==> src/rtl/cpu_mem_responder_if.sv <==
// CPU-side and physical-memory-side signals of the memory responder, bundled as one bus.
// slave = the responder; master = everything around it (CPU ports and physical memory).
interface cpu_mem_responder_if #(
    parameter int ADDR_W = 16,
    parameter int DATA_W = 16
);
    // port 1: instruction read
    logic [ADDR_W-1:0] mem_addr1;
    logic              mem_read1;
    logic [DATA_W-1:0] mem_rdata1;
    logic              mem_resp1;
    // port 2: data read/write
    logic [ADDR_W-1:0] mem_addr2;
    logic              mem_read2;
    logic              mem_write2;
    logic [1:0]        mem_byte_enable2;
    logic [DATA_W-1:0] mem_wdata2;
    logic [DATA_W-1:0] mem_rdata2;
    logic              mem_resp2;
    // physical memory
    logic [ADDR_W-1:0] pmem_address;
    logic              pmem_read;
    logic              pmem_write;
    logic [1:0]        pmem_byte_enable;
    logic [DATA_W-1:0] pmem_wdata;
    logic [DATA_W-1:0] pmem_rdata;
    logic              pmem_resp;

    modport slave (
        input  mem_addr1, mem_read1,
        output mem_rdata1, mem_resp1,
        input  mem_addr2, mem_read2, mem_write2, mem_byte_enable2, mem_wdata2,
        output mem_rdata2, mem_resp2,
        output pmem_address, pmem_read, pmem_write, pmem_byte_enable, pmem_wdata,
        input  pmem_rdata, pmem_resp
    );

    modport master (
        output mem_addr1, mem_read1,
        input  mem_rdata1, mem_resp1,
        output mem_addr2, mem_read2, mem_write2, mem_byte_enable2, mem_wdata2,
        input  mem_rdata2, mem_resp2,
        input  pmem_address, pmem_read, pmem_write, pmem_byte_enable, pmem_wdata,
        output pmem_rdata, pmem_resp
    );
endinterface

==> src/rtl/cpu_mem_responder.sv <==
// Arbitrates the CPU instruction/data ports onto one physical memory; ARB_ROUND_ROBIN_EN selects round-robin, else data port wins.
// Request-to-mem_respN is 2+ cycles; requests are held until mem_respN, pmem strobes are held until pmem_resp.
module cpu_mem_responder #(
    parameter int ADDR_W = 16,
    parameter int DATA_W = 16
) (
    input  logic                clk,
    input  logic                reset,
    cpu_mem_responder_if.slave  bus
);

    typedef enum logic [2:0] {
        IDLE   = 3'd0,
        SERVE1 = 3'd1,
        SERVE2 = 3'd2,
        DONE1  = 3'd3,
        DONE2  = 3'd4
    } state_e;

    state_e            state_q, state_d;
    logic [ADDR_W-1:0] addr_q, addr_d;
    logic [DATA_W-1:0] wdata_q, wdata_d;
    logic [1:0]        be_q, be_d;
    logic              rd_q, rd_d;
    logic              wr_q, wr_d;
    logic [DATA_W-1:0] rdata1_q, rdata1_d;
    logic [DATA_W-1:0] rdata2_q, rdata2_d;

    logic req1, req2, prefer2, grant1, grant2;

    assign req1 = bus.mem_read1;
    assign req2 = bus.mem_read2 | bus.mem_write2;

`ifdef ARB_ROUND_ROBIN_EN
    // ptr2_q set means port 2 wins the next tie; cleared at reset so port 1 goes first
    logic ptr2_q, ptr2_d;
    assign prefer2 = ptr2_q;
`else
    assign prefer2 = 1'b1;
`endif

    assign grant2 = req2 & (~req1 | prefer2);
    assign grant1 = req1 & ~grant2;

    always_comb begin
        state_d  = state_q;
        addr_d   = addr_q;
        wdata_d  = wdata_q;
        be_d     = be_q;
        rd_d     = rd_q;
        wr_d     = wr_q;
        rdata1_d = rdata1_q;
        rdata2_d = rdata2_q;
`ifdef ARB_ROUND_ROBIN_EN
        ptr2_d   = ptr2_q;
`endif
        case (state_q)
            IDLE: begin
                if (grant2) begin
                    state_d = SERVE2;
                    addr_d  = bus.mem_addr2;
                    wdata_d = bus.mem_wdata2;
                    be_d    = bus.mem_byte_enable2;
                    // read+write together is a protocol error; the write wins
                    wr_d    = bus.mem_write2;
                    rd_d    = ~bus.mem_write2;
`ifdef ARB_ROUND_ROBIN_EN
                    ptr2_d  = 1'b0;
`endif
                end else if (grant1) begin
                    state_d = SERVE1;
                    addr_d  = bus.mem_addr1;
                    wdata_d = '0;
                    be_d    = 2'b00;
                    wr_d    = 1'b0;
                    rd_d    = 1'b1;
`ifdef ARB_ROUND_ROBIN_EN
                    ptr2_d  = 1'b1;
`endif
                end
            end
            SERVE1: begin
                if (bus.pmem_resp) begin
                    state_d  = DONE1;
                    rd_d     = 1'b0;
                    wr_d     = 1'b0;
                    rdata1_d = bus.pmem_rdata;
                end
            end
            SERVE2: begin
                if (bus.pmem_resp) begin
                    state_d = DONE2;
                    rd_d    = 1'b0;
                    wr_d    = 1'b0;
                    if (rd_q) begin
                        rdata2_d = bus.pmem_rdata;
                    end
                end
            end
            DONE1:   state_d = IDLE;
            DONE2:   state_d = IDLE;
            default: state_d = IDLE;
        endcase
    end

    always_ff @(posedge clk) begin
        if (reset) begin
            state_q  <= IDLE;
            addr_q   <= '0;
            wdata_q  <= '0;
            be_q     <= 2'b00;
            rd_q     <= 1'b0;
            wr_q     <= 1'b0;
            rdata1_q <= '0;
            rdata2_q <= '0;
`ifdef ARB_ROUND_ROBIN_EN
            ptr2_q   <= 1'b0;
`endif
        end else begin
            state_q  <= state_d;
            addr_q   <= addr_d;
            wdata_q  <= wdata_d;
            be_q     <= be_d;
            rd_q     <= rd_d;
            wr_q     <= wr_d;
            rdata1_q <= rdata1_d;
            rdata2_q <= rdata2_d;
`ifdef ARB_ROUND_ROBIN_EN
            ptr2_q   <= ptr2_d;
`endif
        end
    end

    assign bus.pmem_address     = addr_q;
    assign bus.pmem_read        = rd_q;
    assign bus.pmem_write       = wr_q;
    assign bus.pmem_byte_enable = be_q;
    assign bus.pmem_wdata       = wdata_q;
    assign bus.mem_rdata1       = rdata1_q;
    assign bus.mem_rdata2       = rdata2_q;
    assign bus.mem_resp1        = (state_q == DONE1);
    assign bus.mem_resp2        = (state_q == DONE2);

endmodule

==> src/flat_wrapper.sv <==
// flat-port wrapper written by rule: the top's interface ports become plain ports
module cpu_mem_responder_flat 
#(
    parameter int ADDR_W = 16,
    parameter int DATA_W = 16
)
  (clk, reset, bus_mem_addr1, bus_mem_read1, bus_mem_rdata1, bus_mem_resp1, bus_mem_addr2, bus_mem_read2, bus_mem_write2, bus_mem_byte_enable2, bus_mem_wdata2, bus_mem_rdata2, bus_mem_resp2, bus_pmem_address, bus_pmem_read, bus_pmem_write, bus_pmem_byte_enable, bus_pmem_wdata, bus_pmem_rdata, bus_pmem_resp);
  cpu_mem_responder_if #(.ADDR_W(ADDR_W), .DATA_W(DATA_W)) bus_i ();
  input  logic clk;
  input  logic reset;
  input wire logic [$bits(bus_i.mem_addr1)-1:0] bus_mem_addr1;
  input wire logic [$bits(bus_i.mem_read1)-1:0] bus_mem_read1;
  output wire logic [$bits(bus_i.mem_rdata1)-1:0] bus_mem_rdata1;
  output wire logic [$bits(bus_i.mem_resp1)-1:0] bus_mem_resp1;
  input wire logic [$bits(bus_i.mem_addr2)-1:0] bus_mem_addr2;
  input wire logic [$bits(bus_i.mem_read2)-1:0] bus_mem_read2;
  input wire logic [$bits(bus_i.mem_write2)-1:0] bus_mem_write2;
  input wire logic [$bits(bus_i.mem_byte_enable2)-1:0] bus_mem_byte_enable2;
  input wire logic [$bits(bus_i.mem_wdata2)-1:0] bus_mem_wdata2;
  output wire logic [$bits(bus_i.mem_rdata2)-1:0] bus_mem_rdata2;
  output wire logic [$bits(bus_i.mem_resp2)-1:0] bus_mem_resp2;
  output wire logic [$bits(bus_i.pmem_address)-1:0] bus_pmem_address;
  output wire logic [$bits(bus_i.pmem_read)-1:0] bus_pmem_read;
  output wire logic [$bits(bus_i.pmem_write)-1:0] bus_pmem_write;
  output wire logic [$bits(bus_i.pmem_byte_enable)-1:0] bus_pmem_byte_enable;
  output wire logic [$bits(bus_i.pmem_wdata)-1:0] bus_pmem_wdata;
  input wire logic [$bits(bus_i.pmem_rdata)-1:0] bus_pmem_rdata;
  input wire logic [$bits(bus_i.pmem_resp)-1:0] bus_pmem_resp;
  assign bus_i.mem_addr1 = bus_mem_addr1;
  assign bus_i.mem_read1 = bus_mem_read1;
  assign bus_mem_rdata1 = bus_i.mem_rdata1;
  assign bus_mem_resp1 = bus_i.mem_resp1;
  assign bus_i.mem_addr2 = bus_mem_addr2;
  assign bus_i.mem_read2 = bus_mem_read2;
  assign bus_i.mem_write2 = bus_mem_write2;
  assign bus_i.mem_byte_enable2 = bus_mem_byte_enable2;
  assign bus_i.mem_wdata2 = bus_mem_wdata2;
  assign bus_mem_rdata2 = bus_i.mem_rdata2;
  assign bus_mem_resp2 = bus_i.mem_resp2;
  assign bus_pmem_address = bus_i.pmem_address;
  assign bus_pmem_read = bus_i.pmem_read;
  assign bus_pmem_write = bus_i.pmem_write;
  assign bus_pmem_byte_enable = bus_i.pmem_byte_enable;
  assign bus_pmem_wdata = bus_i.pmem_wdata;
  assign bus_i.pmem_rdata = bus_pmem_rdata;
  assign bus_i.pmem_resp = bus_pmem_resp;
  cpu_mem_responder #(.ADDR_W(ADDR_W), .DATA_W(DATA_W)) u_core (.clk(clk), .reset(reset), .bus(bus_i));
endmodule
==> config.mk <==
export PLATFORM = sky130hd
export DESIGN_NAME = cpu_mem_responder_flat
export DESIGN_NICKNAME = d
export VERILOG_FILES = /design/src/rtl/cpu_mem_responder_if.sv /design/src/rtl/cpu_mem_responder.sv /design/src/flat_wrapper.sv
export SDC_FILE = /design/constraint.sdc
export NUM_CORES = 1
export LEC_CHECK = 0
export CORE_UTILIZATION = 40
export CTS_CLUSTER_SIZE = 25
export DETAILED_ROUTE_END_ITERATION = 8
export PLACE_DENSITY_LB_ADDON = 0.05
export REMOVE_ABC_BUFFERS = 1
export SYNTH_ARGS = -nofsm -noshare
export SYNTH_HDL_FRONTEND = slang
export SYNTH_SLANG_ARGS = --single-unit
export TNS_END_PERCENT = 100
==> constraint.sdc <==
create_clock -name clk -period 1.7 [get_ports clk]
set_input_delay 0.255 -clock clk [delete_from_list [all_inputs] [get_ports clk]]
set_output_delay 0.255 -clock clk [all_outputs]
set_load 0.05 [all_outputs]
# Yosys cells after proc, flatten, opt, wreduce, memory -nomap -nowiden
# Index checks and enable logic that the tools add are counted.
[word_totals] out_inout_bits=70 inputBits=72 reg_bits=71
[op_classes] muxes=18 n_eq_ne=8 reduce_logical=9 bitwise_logic=4
[op_table] cell="2-to-1 mux 16 bit" n=4
[op_table] cell="2-to-1 mux 3 bit" n=4
[op_table] cell="case mux 3 bit (3 select lines)" n=1
[op_table] cell="AND reduction 3 bit" n=3
[op_table] cell="== test 3 x 2 -> 1 bit (second input constant)" n=2
[op_table] cell="2-to-1 mux 1 bit" n=5
[op_table] cell="2-to-1 mux 2 bit" n=2
[op_table] cell="!= test 2 bit (second input constant)" n=2
[op_table] cell="case mux 1 bit (2 select lines)" n=2
[op_table] cell="AND reduction 2 bit" n=2
[op_table] cell="nonzero test 2 bit" n=2
[op_table] cell="== test 3 x 1 -> 1 bit (second input constant)" n=1
[op_table] cell="== test 3 bit (second input constant)" n=1
[op_table] cell="logical NOT 3 bit" n=1
[op_table] cell="!= test 3 x 1 -> 1 bit (second input constant)" n=1
[op_table] cell="!= test 2 x 1 -> 1 bit (second input constant)" n=1
[op_table] cell="inverter 1 bit" n=2
[op_table] cell="OR reduction 2 bit" n=1
[op_table] cell="bitwise AND 1 bit" n=1
[op_table] cell="bitwise OR 1 bit" n=1

# Logic depth before layout (Yosys ltp)
# Gate-level depths: netlist (run 1).
[logic_depth] ltp_word=6 ltp_mapped=6

# Worst setup path after synthesis (run 1)
# No wires, ideal clock.
[synth_timing] path_type="flip-flop to output port" start="register u_core.state_q[0]" end="output bus_mem_resp2" required_time_ns=1.445 arrival_ns=1.623 stages_incl_launch_ff=3 path_slack_ns=-0.178 n_path_buf=1 cell_sequence="dfxtp_1 -> buf_4 -> nor3b_1"
[synth_via] elab_chain_len=1
[synth_lines] item="from (decl)" line_no="cpu_mem_responder.sv:20" text="state_e state_q, state_d;"
[synth_lines] item="from (signal assigned)" line_no="cpu_mem_responder.sv:120" text="state_q <= state_d;"
[synth_lines] item="== test 3 bit" line_no="cpu_mem_responder.sv:142" text="assign bus.mem_resp2 = (state_q == DONE2);"
[synth_lines] item="to (decl)" line_no="flat_wrapper.sv:21" text="output wire logic [$bits(bus_i.mem_resp2)-1:0] bus_mem_resp2;"
# No other way between the ends.

# Worst setup path after layout (run 1)
[layout_timing] start="register u_core.state_q[0]" end="register u_core.addr_q[7] (netlist: u_core.bus.pmem_address[7])"
[layout_via] elab_chain_len=2
[layout_lines] item="logical NOT 3 bit" line_no="cpu_mem_responder.sv:57" text="case (state_q)"
[layout_lines] item="AND reduction 2 bit (no source line)"
[layout_lines] item="to (signal assigned)" line_no="cpu_mem_responder.sv:121" text="addr_q <= addr_d;"
[layout_lines] item="to (decl)" line_no="cpu_mem_responder.sv:21" text="logic [ADDR_W-1:0] addr_q, addr_d;"
# No other way between the ends.
# A chain may end at the register's enable or synchronous reset.

==> results of run 1 <==
worst max path at each step:
stage | startpoint | to | cells past startpoint
CTS | u_core.state_q[1] | bus_mem_resp2 | 3
floorplan | u_core.state_q[0] | u_core.bus.mem_rdata1[0] | 3
global placement | bus_mem_write2 | u_core.bus.pmem_address[8] | 5
global route | u_core.state_q[0] | u_core.bus.pmem_address[14] | 3
finish | u_core.state_q[0] | u_core.bus.pmem_address[7] | 3
detailed placement | bus_mem_write2 | u_core.bus.pmem_address[2] | 5
state kept, by name, summed over array words and instances, names as in the netlist:
register	cells
u_core.bus.mem_rdata1	16
u_core.bus.mem_rdata2	16
u_core.bus.pmem_address	16
u_core.bus.pmem_wdata	16
u_core.state_q	3
u_core.bus.pmem_byte_enable	2
u_core.bus.pmem_read	1
u_core.bus.pmem_write	1
worst max-delay path: stages (launching register included):
cell and delay [ps]:
dfxtp_1 420, or3_4 500, nor2_4 410, a311oi_1 170
kinds of logic after synthesis:
kind of cell | count (synthesis)
buf+inv | 37
mux | 1
flops | 71
simple gates | 121
compound gates | 122
xor+xnor | 1
final cells by class:
| type | instances | area (um2) | share of cell area [%] |
|---|---|---|---|
| Tap cell | 96 | 120 | 2.64 |
| Clock buffer | 10 | 138 | 3.03 |
| Timing Repair Buffer | 166 | 1500 | 33.0 |
| Inverter | 1 | 3.75 | 0.0825 |
| Clock inverter | 4 | 47.5 | 1.05 |
| Multi-Input combinational cell | 245 | 1320 | 28.9 |
| Sequential cell | 71 | 1420 | 31.3 |
per-layer routing:
| layer | GRT usage [%] | up-vias | share of wire (%) |
|---|---|---|---|
| li1 | - | 1522 | - |
| met1 | 25.7 | 1472 | 42 |
| met2 | 37.9 | 111 | 50 |
| met3 | 7.45 | 8 | 7.3 |
| met4 | 5.96 | 0 | 0.70 |
| met5 | 0 | - | 0 |
Yosys cell counts, types with 2 or more instances:
| cell | count | area, um2 |
|---|---|---|
| o32ai_1 | 2 | 17.5 |
| o21ai_1 | 13 | 65.1 |
| nand2_1 | 66 | 248 |
| a21oi_1 | 67 | 335 |
| a311oi_1 | 16 | 140 |
| nand3_1 | 34 | 170 |
| clkbuf_1 | 14 | 52.6 |
| dfxtp_1 | 71 | 1420 |
| buf_6 | 5 | 56.3 |
| nand2b_1 | 3 | 18.8 |
| buf_4 | 5 | 37.5 |
| o21ai_0 | 23 | 115 |
| clkbuf_2 | 2 | 10.0 |
| buf_2 | 10 | 50.1 |
stage by stage:
stage	hold slack, ps	cell area [um2]	std cells	worst slack (ps)	util [%]
after floorplan	324	2730	317	-360	-
after global placement	442	4370	579	-5.42	63.0
after detailed placement	447	4370	579	-66.6	63.0
after CTS	337	4550	593	37.9	65.5
after global routing	364	4550	593	8.60	65.5
final	357	4550	593	49.0	65.5
power groups by stage:
stage | Clock (mW) | Sequential (mW) | Combinational (mW)
4_1_cts | 1.32 | 1.89 | 1.50
3_5_place_dp | 0 | 1.93 | 1.50
6_report | 1.28 | 1.89 | 1.49
3_3_place_gp | 0 | 1.92 | 1.48
2_1_floorplan | 0 | 2.39 | 0.383
5_1_grt | 1.38 | 1.91 | 1.58
what timing repair did:
action                                  in CTS  in global routing
buffers inserted                             0                  0
endpoints found under the setup margin       7                  0
resized for setup                            7                  0
hold buffers                                 0                  0
==> summary.md, run 1 <==
| Metric | Value |
|---|---|
| Status | finished, final reports clean |
| DIE WIDTH | about 90 um |
| Power Density | just over 1000 mW/mm2 |
| Global-route wire length before repair | between 10000 and 15000 um |
| Grt ovf | 0 |
| Boundary Pins | approximately 140 |
| WL per Instance | between 10 and 15 um |
| Synth Cell Area | slightly below 0.003 mm2 |
| CTS sink cnt | between 70 and 80 |
| Clk network pwr share | between 20% and 30% |
| Post-synthesis compound-gate area fraction | 23.5% |
| Max Clock Skew | just under 10 ps |
| DR DRC count | 0 |
| Largest family of logic cells by synthesized area | compound AO/OA/AOI/OAI gates |
| Filler Cell Count | 630 |
| Largest net degree at the start of global routing | 37 |
| Worst Hold Class | primary input to flip-flop |
| Commonest non-fill, non-tap cell in the layout | buf_4 |
| Final Max Slew Viols | 0 |
| Power consumption | 4.66 mW |
| Synth cell types | 36 |
| Via density | roughly 5.2 |
| Post-synthesis mux area share | less than 1% |
| GRT Util Overall | between 20 and 25% |
| Routability-driven placement congestion ratio | 0.727 |
| DIE AREA | ~0.0077 mm2 |
| Worst Min Path Start | reset |
| Sequential fraction of the synthesis area | 48.5% |
| Starting density of the core | between 40 and 50% |
| Max Fclk | between 600 and 700 MHz |
| CTS tree | done |
| Max cap viols | 0 |
| Yosys warns | 0 |
| R2r startpoint | u_core.state_q[0] |
| Layout Nets | 566 |
| Syn Area/Cell | 8.30 um2 |
| Reg power frac | around two fifths |
| Antenna Cells | 0 |
| Slew margin rel. | between 60 and 70% |
| Crit Path Class | flip-flop to flip-flop |
| Crit. End Element | flip-flop |
| Dpl hpwl | 5800 um |
| Net Sw Power | ~1.6 mW |
| #FFs+latches synth | a little over 70 |
| Detail Route Antenna Nets | 0 |
| Pleak | approximately 1.8 nW |
| Fin crit period | roughly 1700 ps |
| VDD IR-drop max | ~0.55 mV |
| Area growth syn-to-layout | 55.1% |
| Worst-path clk slew | around 70 ps |
| Ys flop type | dfxtp_1 |
| Final hold vios | 0 |
| Clk_lat worst skew | 330 ps |
| Cell row count | 30 |
| Number of global-route vias before repair | 2856 |
| Xor/xnor cell area share of the yosys netlist | less than 1% |
| Initial antenna violation count | 0 |
| Setup slack, reg-to-reg | ~49 ps |
| Number of synthesized flops with an enable pin | 0 |
| Clk root buf | clkbuf_8 |
| Via count | 3113 |
| PortBufs | around 140 |
| # setup viols final | 0 |
| Hold Path End | u_core.bus.mem_rdata1[12] |
| Capture point of the worst reg-to-reg path | u_core.bus.pmem_address[7] |
| Post-synthesis async set-or-reset flop share | 0% |
| Arr. time, crit path | between 1500 and 2000 ps |
| Comb power frac | 31.9% |
| Htree depth | 3 |
| Int Pwr | 3.06 mW |
| Measured slew at the worst slew-check pin | between 400 and 500 ps |
| CTS max path bufs | 2 |
| Worst-path maximum fanout | 16 |
| Final period util | a little over nine tenths |
| Final WL | a little over 8000 um |
| Reg2Reg Depth | 3 |
| Share of cells above drive strength 1 | about 23% |
| Commonest non-fill, non-tap cells in the layout | 82 x buf_4, 71 x dfxtp_1, 70 x clkdlybuf4s50_1, 67 x a21oi_1, 66 x nand2_1 |
| Synth Area in Adders | 0% |
| Sw frac | between 30% and 40% |
| Critical Path RT | 1880 ps |
| RSZ-0062 raised after global routing | no |
| Core ar. | between 0.006 and 0.007 mm2 |
| Initial DRC count | ~100 |
| Post-route setup TNS | 0 ps |
| Num CTS Buffers | 9 |
| Post-synthesis instance total | approximately 350 |
| DRT Pass-1 Iters | 4 |
| Die Y-Extent | just under 90 um |
| Post-synthesis simple-gate area fraction | 20.2% |
| Hold depth | 2 |
| Critical path startpoint category | flip-flop |
No activity file was read; power rests on OpenSTA's default activity.
==> run 2: changes to the inputs <==
--- a/config.mk
+++ b/config.mk
@@ -5,7 +5,7 @@
 export SDC_FILE = /design/constraint.sdc
 export NUM_CORES = 1
 export LEC_CHECK = 0
-export CORE_UTILIZATION = 40
+export CORE_UTILIZATION = 44
 export CTS_CLUSTER_SIZE = 25
 export DETAILED_ROUTE_END_ITERATION = 8
 export PLACE_DENSITY_LB_ADDON = 0.05
==> constraint.sdc (replaced) <==
create_clock -name clk -period 1.9 [get_ports clk]
set_input_delay 0.285 -clock clk [delete_from_list [all_inputs] [get_ports clk]]
set_output_delay 0.285 -clock clk [all_outputs]
set_load 0.05 [all_outputs]
==> summary.md, run 2 (synthesized netlist as in run 1, its figures left out) <==
| Metric | Value |
|---|---|
| Filler Cell Count | just over 500 |
| RSZ-0062 raised after global routing | no |
| Post-CTS setup buffer count | 0 |
| Area growth syn-to-layout | 58.1% |
| Worst slack, placed | 85.0 ps |
| Routability-driven placement congestion ratio | about 0.74 |
| Core ar. | between 0.006 and 0.007 mm2 |
| Worst Hold Class | primary input to flip-flop |
| Worst Min Path Start | reset |
| Initial antenna violation count | 0 |
| CP cell instances | clkdlybuf4s50_1 |
| Pleak | between 1.5 and 2 nW |
| Num CTS Buffers | 9 |
| Slew margin rel. | a little over three fifths |
| Critical path startpoint category | flip-flop |
| Post-route setup TNS | 0 ps |
| CTS sink cnt | between 70 and 80 |
| Largest net degree at the start of global routing | 31 |
| Final worst setup slack | roughly 100 ps |
| Dpl hpwl | 5430 um |
| Non-Filler Instances | roughly 570 |
| Sw frac | between 30 and 40% |
| # placed instances | 551 |
| Die Y-Extent | 83.6 um |
| Post-CTS Resized | 0 |
| Boundary Pins | approximately 140 |
| GRT Util Overall | 22.9% |
| Worst Setup SP | u_core.bus.pmem_read |
| Worst-path maximum fanout | 4 |
| Via count | between 3000 and 4000 |
| Int Pwr | 2.82 mW |
| Htree depth | 3 |
| DR DRC count | 0 |
| Critical Path RT | 1620 ps |
| Reg2Reg Depth | 3 |
| Detail Route Antenna Nets | 0 |
| Crit. End Element | output pin |
| Grt ovf | 0 |
| PortBufs | ~140 |
| Measured slew at the worst slew-check pin | roughly 560 ps |
| Number of global-route vias before repair | approximately 2800 |
| Via density | approximately 5.3 |
| Crit-path leading delay family | buffers and inverters |
| Clk network pwr share | 28.3% |
| Power consumption | between 4 and 5 mW |
| Crit Path Class | flip-flop to output pin |
| Global-route wire length before repair | ~13000 um |
| DRT Pass-1 Iters | 4 |
| Comb power frac | about a third |
| DIE AREA | 0.00699 mm2 |
| Cell row count | 29 |
| Final period util | approximately 95% |
| Buf/Inv on CP | 1 |
| VDD IR-drop max | 0.568 mV |
| Share of cells above drive strength 1 | under 10% |
| WL per Instance | approximately 14 um |
| Finished Cell Area | about 0.0046 mm2 |
| Final Max Slew Viols | 0 |
| Max cap viols | 0 |
| Starting density of the core | 45.9% |
| CTS max path bufs | 2 |
| Worst-path clk slew | around 70 ps |
| Fin crit period | 1800 ps |
| DIE WIDTH | between 80 and 90 um |
| Antenna Cells | 0 |
| Arr. time, crit path | roughly 1500 ps |
| Max Fclk | approximately 560 MHz |
| Commonest non-fill, non-tap cells in the layout | 138 x clkdlybuf4s50_1, 71 x dfxtp_1, 67 x a21oi_1, 66 x nand2_1, 34 x nand3_1 |
| Initial DRC count | 117 |
| Power Density | ~910 mW/mm2 |
| Number of cells on the critical path | 1 |
| Hold Slack | roughly 450 ps |
| Max Clock Skew | 10.7 ps |
| Layout Nets | around 560 |
| Final hold vios | 0 |
| CTS tree | done |
| # setup viols final | 0 |
| Clk root buf | clkbuf_8 |
| Final core utilization | roughly 73% |
| Commonest non-fill, non-tap cell in the layout | clkdlybuf4s50_1 |
| Dpl cell area | about 0.0044 mm2 |
| Clk_lat worst skew | between 300 and 400 ps |
| R2r startpoint | u_core.state_q[1] |
| Final WL | a little under 8000 um |
| CP max stage delay | roughly 830 ps |
| Slowest cell on the critical path | clkdlybuf4s50_1 |
| Status | finished, final reports clean |
| Reg power frac | approximately 40% |
| Post-cts hold buffer count | 0 |
| Net Sw Power | ~1.4 mW |
| Hold depth | 2 |
## run 2: cell count changes in the layout (fill, tap and decap cells not counted), sizes merged
cell	before	now
buf	89	19
clkbuf	10	14
clkdlybuf4s50	70	138
clkinv	2	1
clkinvlp	1	0
dlygate4sd2	7	0
## run 2: layer usage
metal  vias to the layer above  track usage [%]  share of wire, %
li1                       1507                -                 -
met5                         -                0                 0
met1                      1383             27.8                43
met3                         9             7.62               8.3
met4                         0             8.63               1.3
met2                       114             37.6                48
## run 2: power by group through the flow
| stage | clock (mW) | combinational, mW | sequential (mW) |
|---|---|---|---|
| after global routing | 1.30 | 1.41 | 1.71 |
| final | 1.19 | 1.33 | 1.70 |
| after CTS | 1.23 | 1.34 | 1.70 |
| after floorplan | 0 | 0.343 | 2.14 |
| after global placement | 0 | 1.32 | 1.72 |
| after detailed placement | 0 | 1.33 | 1.73 |
## run 2: worst reg2reg max path: cells and delay by family, from the launching register on
family	cells	cell delay [ps]
and+or+nand+nor	2	900
DFF	1	450
AOI/OAI and AO/OA	1	160
## run 2: final timing paths
check | end | slack, ps
max | bus_pmem_read | 100
min | u_core.bus.pmem_wdata[0] | 450
max reg2reg | u_core.bus.pmem_address[10] | 250
min reg2reg | u_core.bus.mem_rdata1[10] | 450
## run 2: area by class of cell
cell class | count | area [um2] | area share [%]
timing repair buffer | 157 | 1600 | 34.4
inverter | 1 | 3.75 | 0.0810
multi-input combinational | 245 | 1320 | 28.4
tap | 77 | 96.3 | 2.08
clock buffer | 14 | 163 | 3.51
sequential | 71 | 1420 | 30.7
clock inverter | 2 | 38.8 | 0.837
